**config.mk**
```make
export PLATFORM = sky130hd
export DESIGN_NAME = multi_timer
export DESIGN_NICKNAME = d
export VERILOG_FILES = /design/src/rtl/timer_pkg.sv /design/src/rtl/timer_channel.sv /design/src/rtl/multi_timer.sv
export SDC_FILE = /design/constraint.sdc
export NUM_CORES = 1
export LEC_CHECK = 0
export BUFFER_PORTS_ARGS = -buffer_cell sky130_fd_sc_hd__buf_2
export CAP_MARGIN = 10
export CORE_ASPECT_RATIO = 0.6
export CORE_MARGIN = 2
export CORE_UTILIZATION = 45
export DETAILED_ROUTE_END_ITERATION = 16
export PLACE_DENSITY = 0.72
export SLEW_MARGIN = 20
export SYNTH_ARGS = -nofsm -noshare
export SYNTH_HDL_FRONTEND = slang
export SYNTH_HIERARCHICAL = 1
export SYNTH_SLANG_ARGS = --single-unit
export TNS_END_PERCENT = 30
```
**constraint.sdc**
```tcl
create_clock -name Clk -period 1.7 [get_ports Clk]
set_input_delay 0.17 -clock Clk [delete_from_list [all_inputs] [get_ports Clk]]
set_output_delay 0.17 -clock Clk [all_outputs]
set_load 0.01 [all_outputs]
```
**src/rtl/timer_pkg.sv**
```systemverilog
// Shared definitions for the multi-channel timer.
//   chan_state_t : per-channel state (IDLE, COUNTING)
//   SYNC_DEPTH   : number of flops in the button synchronizer
package timer_pkg;

    typedef enum logic {
        IDLE     = 1'b0,
        COUNTING = 1'b1
    } chan_state_t;

    localparam int SYNC_DEPTH = 2;

endpackage

```
**src/rtl/timer_channel.sv**
```systemverilog
// One timer channel: counts up from 0 to a programmable terminal value.
// Ports:
//   Clk, Reset     clock and synchronous active-high reset
//   start          start/restart strobe (already combined with the button)
//   stop           abort strobe, returns to IDLE with count 0
//   load           writes load_value into the terminal register
//   load_value     new terminal value
//   auto_reload    0 = one-shot, 1 = wrap to 0 at the terminal value
//   count_active   high while COUNTING
//   count_end      one-cycle registered pulse at the terminal value
//   count          current count
//
// state    | meaning
// ---------+------------------------------------------------------
// IDLE     | not counting; count holds its last value (0 after stop)
// COUNTING | count advances each edge until it reaches TERM
module timer_channel
    import timer_pkg::*;
#(
    parameter int N = 5
) (
    input  logic         Clk,
    input  logic         Reset,
    input  logic         start,
    input  logic         stop,
    input  logic         load,
    input  logic [N-1:0] load_value,
    input  logic         auto_reload,
    output logic         count_active,
    output logic         count_end,
    output logic [N-1:0] count
);

    chan_state_t  state;
    logic [N-1:0] term;

    assign count_active = (state == COUNTING);

    always_ff @(posedge Clk) begin
        if (Reset) begin
            state     <= IDLE;
            count     <= '0;
            term      <= '1;
            count_end <= 1'b0;
        end else begin
            // TERM update is outside the stop/start priority; the compare
            // below still sees the old value on this edge.
            if (load) begin
                term <= load_value;
            end
            count_end <= 1'b0;
            if (stop) begin
                state <= IDLE;
                count <= '0;
            end else if (start) begin
                state <= COUNTING;
                count <= '0;
            end else if (state == COUNTING) begin
                // >= rather than == so a lowered TERM ends the count
                // instead of letting it run to wrap-around.
                if (count >= term) begin
                    count_end <= 1'b1;
                    if (auto_reload) begin
                        count <= '0;
                    end else begin
                        state <= IDLE;
                    end
                end else begin
                    count <= count + N'(1);
                end
            end
        end
    end

endmodule

```
**src/rtl/multi_timer.sv**
```systemverilog
// Multi-channel timer with a shared, debounced push-button start.
// Ports:
//   Clk, Reset     clock and synchronous active-high reset
//   button         raw active-low push button (asynchronous)
//   start_mask     channels started by a button press
//   soft_start     per-channel start strobe
//   stop           per-channel abort strobe
//   load           per-channel terminal-value write strobe
//   load_value     shared terminal value for load
//   auto_reload    per-channel one-shot (0) / auto-reload (1) mode
//   start_pulse    one-cycle pulse per button press
//   count_active   per-channel COUNTING flag
//   count_end      per-channel terminal pulse
//   count_t        packed counts, channel i at [i*N +: N]
module multi_timer
    import timer_pkg::*;
#(
    parameter int N        = 5,
    parameter int CHANNELS = 4
) (
    input  logic                  Clk,
    input  logic                  Reset,
    input  logic                  button,
    input  logic [CHANNELS-1:0]   start_mask,
    input  logic [CHANNELS-1:0]   soft_start,
    input  logic [CHANNELS-1:0]   stop,
    input  logic [CHANNELS-1:0]   load,
    input  logic [N-1:0]          load_value,
    input  logic [CHANNELS-1:0]   auto_reload,
    output logic                  start_pulse,
    output logic [CHANNELS-1:0]   count_active,
    output logic [CHANNELS-1:0]   count_end,
    output logic [CHANNELS*N-1:0] count_t
);

    logic [SYNC_DEPTH-1:0] sync;
    logic [SYNC_DEPTH-1:0] filled;
    logic                  prev_level;
    logic                  armed;
    logic                  level;
    logic [CHANNELS-1:0]   start_eff;

    assign level = sync[SYNC_DEPTH-1];

    // The synchronizer resets to "released", so a button already held low
    // at reset would look like a fresh press. 'filled' marks when the last
    // sync flop holds a real sample; 'armed' is only set once a real
    // released level has been seen, which blocks that false press.
    always_ff @(posedge Clk) begin
        if (Reset) begin
            sync        <= '1;
            filled      <= '0;
            prev_level  <= 1'b1;
            armed       <= 1'b0;
            start_pulse <= 1'b0;
        end else begin
            sync        <= {sync[SYNC_DEPTH-2:0], button};
            filled      <= {filled[SYNC_DEPTH-2:0], 1'b1};
            prev_level  <= level;
            armed       <= armed | (filled[SYNC_DEPTH-1] & level);
            start_pulse <= armed & prev_level & ~level;
        end
    end

    assign start_eff = soft_start | ({CHANNELS{start_pulse}} & start_mask);

    for (genvar i = 0; i < CHANNELS; i++) begin : g_ch
        timer_channel #(
            .N(N)
        ) u_ch (
            .Clk          (Clk),
            .Reset        (Reset),
            .start        (start_eff[i]),
            .stop         (stop[i]),
            .load         (load[i]),
            .load_value   (load_value),
            .auto_reload  (auto_reload[i]),
            .count_active (count_active[i]),
            .count_end    (count_end[i]),
            .count        (count_t[i*N +: N])
        );
    end

endmodule

```
* After elaboration in Yosys (flattened, before gate mapping) *
Index checks and enable logic that the tools add are counted.

storage, ports and cells
  register bits = 55
  bits of input ports = 28
  output and inout bits = 29
  logic and storage cells = 90

operators by class
  add/subtract/negate cells = 4
  magnitude comparators = 4
  equality and inequality tests = 4
  mux-type cells = 29
  bitwise gates (word level) = 11
  reductions and logical operators = 16

operators by type and width
  operator                                     number
  two-way mux 5 bit                            8
  two-way mux 1 bit                            21
  adder 5 x 1 -> 5 bit, second input constant  4
  >= comparator 5 bit                          4
  OR reduction 4 bit                           4
  OR reduction 3 bit                           4
  != test 2 bit, second input constant         4
  AND reduction 2 bit                          4
  OR reduction 2 bit                           4
  NOT 1 bit                                    5
  bitwise AND 4 bit                            1
  bitwise OR 4 bit                             1
  bitwise AND 1 bit                            3
  bitwise OR 1 bit                             1

* Longest topological paths before layout *
  word-level depth = 4
  depth in mapped cells = 7
  mapped depth without buffers = 7

* Hierarchy *
The synthesis kept the hierarchy.

by module, submodules not included
  module         instances  cells each  area each (um^2)  sequential area each (um^2)
  timer_channel  4          70          629.4             240.2
  multi_timer    1          20          222.7             140.1

* Least setup slack after synthesis *
OpenSTA, ideal clock, no wires.

  path kind = register to register
  from = reg g_ch[0].u_ch.count[0]
  to = reg g_ch[0].u_ch.count[0]
  library setup time = 0.069 ns
  arrival time = 1.618 ns
  required time = 1.631 ns
  slack = 0.013 ns
  cell stages (with the launch flop) = 8
  path buffers = 0
  clock period less this slack = 1.687 ns
  cells stage by stage = dfxtp_1 > inv_1 > ha_1 > nand2b_1 > a31oi_2 > o21ai_1 > or2_4 > o21ai_1

on the way
  longest elaborated chain between the ends = 3
  elaborated cells between the ends (all ways) = 5
  classes of those cells = add/sub (1); order compare (1); eq/ne (1); mux (1); reduce/logical (1)

ends and longest elaborated chain
  item                                  line                 RTL
  start, declared                       timer_channel.sv:31  output logic [N-1:0] count
  start signal, assigned                timer_channel.sv:69  count <= count + N'(1);
  >= comparator 5 bit                   timer_channel.sv:61  if (count >= term) begin
  != test 2 bit (no source line)        -
  AND reduction 2 bit (no source line)  -

Parallel ways exist; a longest one is shown, timed or not.
A chain may end at the register's enable or synchronous reset.

* Worst setup path after layout *
  from = reg g_ch[0].u_ch.count[0]
  to = reg g_ch[0].u_ch.count[4]

The elaborated chain is that of the path after synthesis.

==> impl_metrics.env <==
export IMPL_cts_root_buf="clkbuf_8"
export IMPL_min_period_ps=1665
export IMPL_pin_count=57
export IMPL_cts_setup_buffers=0
export IMPL_ys_flop_type="dfxtp_1"
export IMPL_yosysWarnings=6
export IMPL_syn_avg_cell_area_um2=9.134
export IMPL_max_freq_mhz=600.7
export IMPL_critPathCaptureType="flip-flop"
export IMPL_cts_tree="done"
export IMPL_final_common_cell="buf_2"
export IMPL_synth_area_top_cells="dfxtp_1 40%, ha_1 11%, inv_1 5.6%"
export IMPL_drc=0
export IMPL_wire_per_inst_um=13.42
export IMPL_synthCells=300
export IMPL_hold_viol=0
export IMPL_drt_iter0_markers=65
export IMPL_rsz0062_at_grt="yes"
export IMPL_relSlewSlack=0.7653
export IMPL_pre_cts_slack_ps=-61.14
export IMPL_viasPerCell=5.146
export IMPL_grt_pass1_vias=2194
export IMPL_final_cell_mix="56 x buf_2, 51 x dfxtp_1, 41 x inv_1"
export IMPL_worst_slew_pin_slew_ps=352.0
export IMPL_startpoint="g_ch[0].u_ch/count[0]"
export IMPL_core_um2=5728
export IMPL_outcome="completed"
export IMPL_ys_seq_area_frac=0.4018
export IMPL_min_period_over_period=0.9793
export IMPL_routed_wl_mm=6.078
export IMPL_final_nets=424
export IMPL_start_util=0.4784
export IMPL_regArea_um2=1109
export IMPL_fillCellCount=521
export IMPL_final_antenna_net_count=0
export IMPL_cts_buffers=5
export IMPL_criticalPathCategory="reg -> reg"
export IMPL_clk_path_buf_depth=2
export IMPL_synth_fp_nets=352
export IMPL_ys_seq_elements=55
export IMPL_gp_congestion=0.8228
export IMPL_antenna_found_initial=0
export IMPL_fin_worst_skew_ps=5.346
export IMPL_setup_ws_ps=35.22
export IMPL_drt_pre_antenna_iters=6
export IMPL_multiInputGateArea_um2=1612
export IMPL_ir_drop_v=0.0002967
export IMPL_synth_top_area_frac=0.4018
export IMPL_synth_edf_count=0
export IMPL_clock_sinks=55
export IMPL_finalPower_mw=2.550
export IMPL_overflow=0
export IMPL_rows=21
export IMPL_hold_path_class="in -> reg"
export IMPL_clk_pin_slew_ps=100
export IMPL_min_delay_start="stop[0]"
export IMPL_yosysTopAreaCell="dfxtp_1"
export IMPL_crit_arrival_ps=1910
export IMPL_power_leakage_nw=1.688
export IMPL_drive_gt1_frac=0.3110
export IMPL_cp_required_ps=1940
export IMPL_powerDensity_nw_per_um2=735.0
export IMPL_clk_latency_ps=310
export IMPL_drv_cap=0
export IMPL_netlist_area_um2=2740
export IMPL_finish_utilization=0.6057
export IMPL_gr_usage_all_layers=0.1868
export IMPL_cp_max_fo=6
export IMPL_area_growth_pct=26.62
export IMPL_htreeDepth=2
export IMPL_dieArea_um2=6750
export IMPL_r2r_start="g_ch[0].u_ch/count[0]"
export IMPL_io_buffers=56
export IMPL_die_y_um=64.45
export IMPL_yosysUniqueCellTypes=28
export IMPL_vias=2331
export IMPL_grt_pass1_wl_mm=10.16
export IMPL_start_kind="flip-flop"
export IMPL_setup_viol=0
export IMPL_dpl_hpwl_mm=4.547
export IMPL_antenna_cells=0
export IMPL_synthArstFlopShare=0
export IMPL_final_max_slew_violation_count=0
export IMPL_fp_dieW_um=104.7
export IMPL_grt_max_degree=17
==> what timing repair did <==
item / 4_1_cts / 5_1_grt
hold buffers: 0 / 0
cloned: 0 / 0
setup endpoints to repair: 12 / 16
resized for setup: 6 / 19
pin swaps: 0 / 7
==> cell type report <==
type                       count  share of cell area
multi-input combinational    200              0.4645
sequential                    55              0.3195
timing repair buffer          69              0.1089
inverter                      41             0.04436
tap                           80             0.02885
clock buffer                   6             0.02380
clock inverter                 2             0.01010
==> final timing paths <==
| kind | end | slack [ps] | cells past startpoint |
|---|---|---|---|
| hold reg to reg | sync[1] | 420 | 1 |
| hold / removal | g_ch[0].u_ch/count_active | 30 | 2 |
| setup / recovery | g_ch[0].u_ch/count[4] | 40 | 7 |
| setup reg to reg | g_ch[0].u_ch/count[4] | 40 | 7 |
==> kinds of logic after synthesis <==
| logic type | count (synthesis) | synth area share |
|---|---|---|
| DFF | 55 | 0.4018 |
| muxes | 4 | 0.01461 |
| adders and majority gates | 24 | 0.1096 |
| buffers and inverters | 45 | 0.06164 |
| AOI/OAI and AO/OA | 81 | 0.2301 |
| and+or+nand+nor | 91 | 0.1822 |
==> registers in the layout, summed over array words and instances (netlist names) <==
name	count
g_ch.u_ch/count_active	4
g_ch.u_ch/count_end	4
start_pulse	1
g_ch.u_ch/count	20
sync	2
armed	1
g_ch.u_ch/term	20
prev_level	1
filled	2
==> stage by stage <==
| stage | instances | hold WS, ps | area [um^2] | TNS, ps |
|---|---|---|---|---|
| after floorplan | 300 | 226.5 | 2740 | 0 |
| after global placement | 445 | 352.8 | 3203 | 0 |
| after detailed placement | 445 | 354.7 | 3203 | -223.4 |
| after CTS | 453 | 26.49 | 3369 | 0 |
| after global routing | 453 | 18.32 | 3470 | -111.2 |
| final | 453 | 32.12 | 3470 | 0 |
==> critical path: stages (launching register included) <==
cell,delay [ps]
dfxtp_1,340
inv_1,40
ha_1,270
nand2b_1,160
a31oi_4,120
o31ai_4,370
a22oi_1,150
o22ai_1,150
==> synthesized netlist by cell type (5+ instances only) <==
master,n
a21o_1,8
a21oi_1,5
a22oi_1,8
dfxtp_1,55
ha_1,24
inv_1,41
nand2_1,33
nand2b_1,12
nand3_1,20
nor2b_1,8
o211ai_1,16
o21ai_1,12
o22ai_1,8
or2_4,5
==> per-layer routing <==
metal  track usage  wire length, um
met1        0.2587             3176
met2        0.2930             2555
met4       0.04167               20
met3       0.05030              326
met5             0                0
==> power by group <==
part	leakage, nW	switching, mW	internal [mW]
combinational	1.17	0.165	0.125
sequential	0.453	0.0177	1.33
clock	0.0612	0.433	0.478
total	1.69	0.616	1.93
Power figures use the tool's default switching activity.
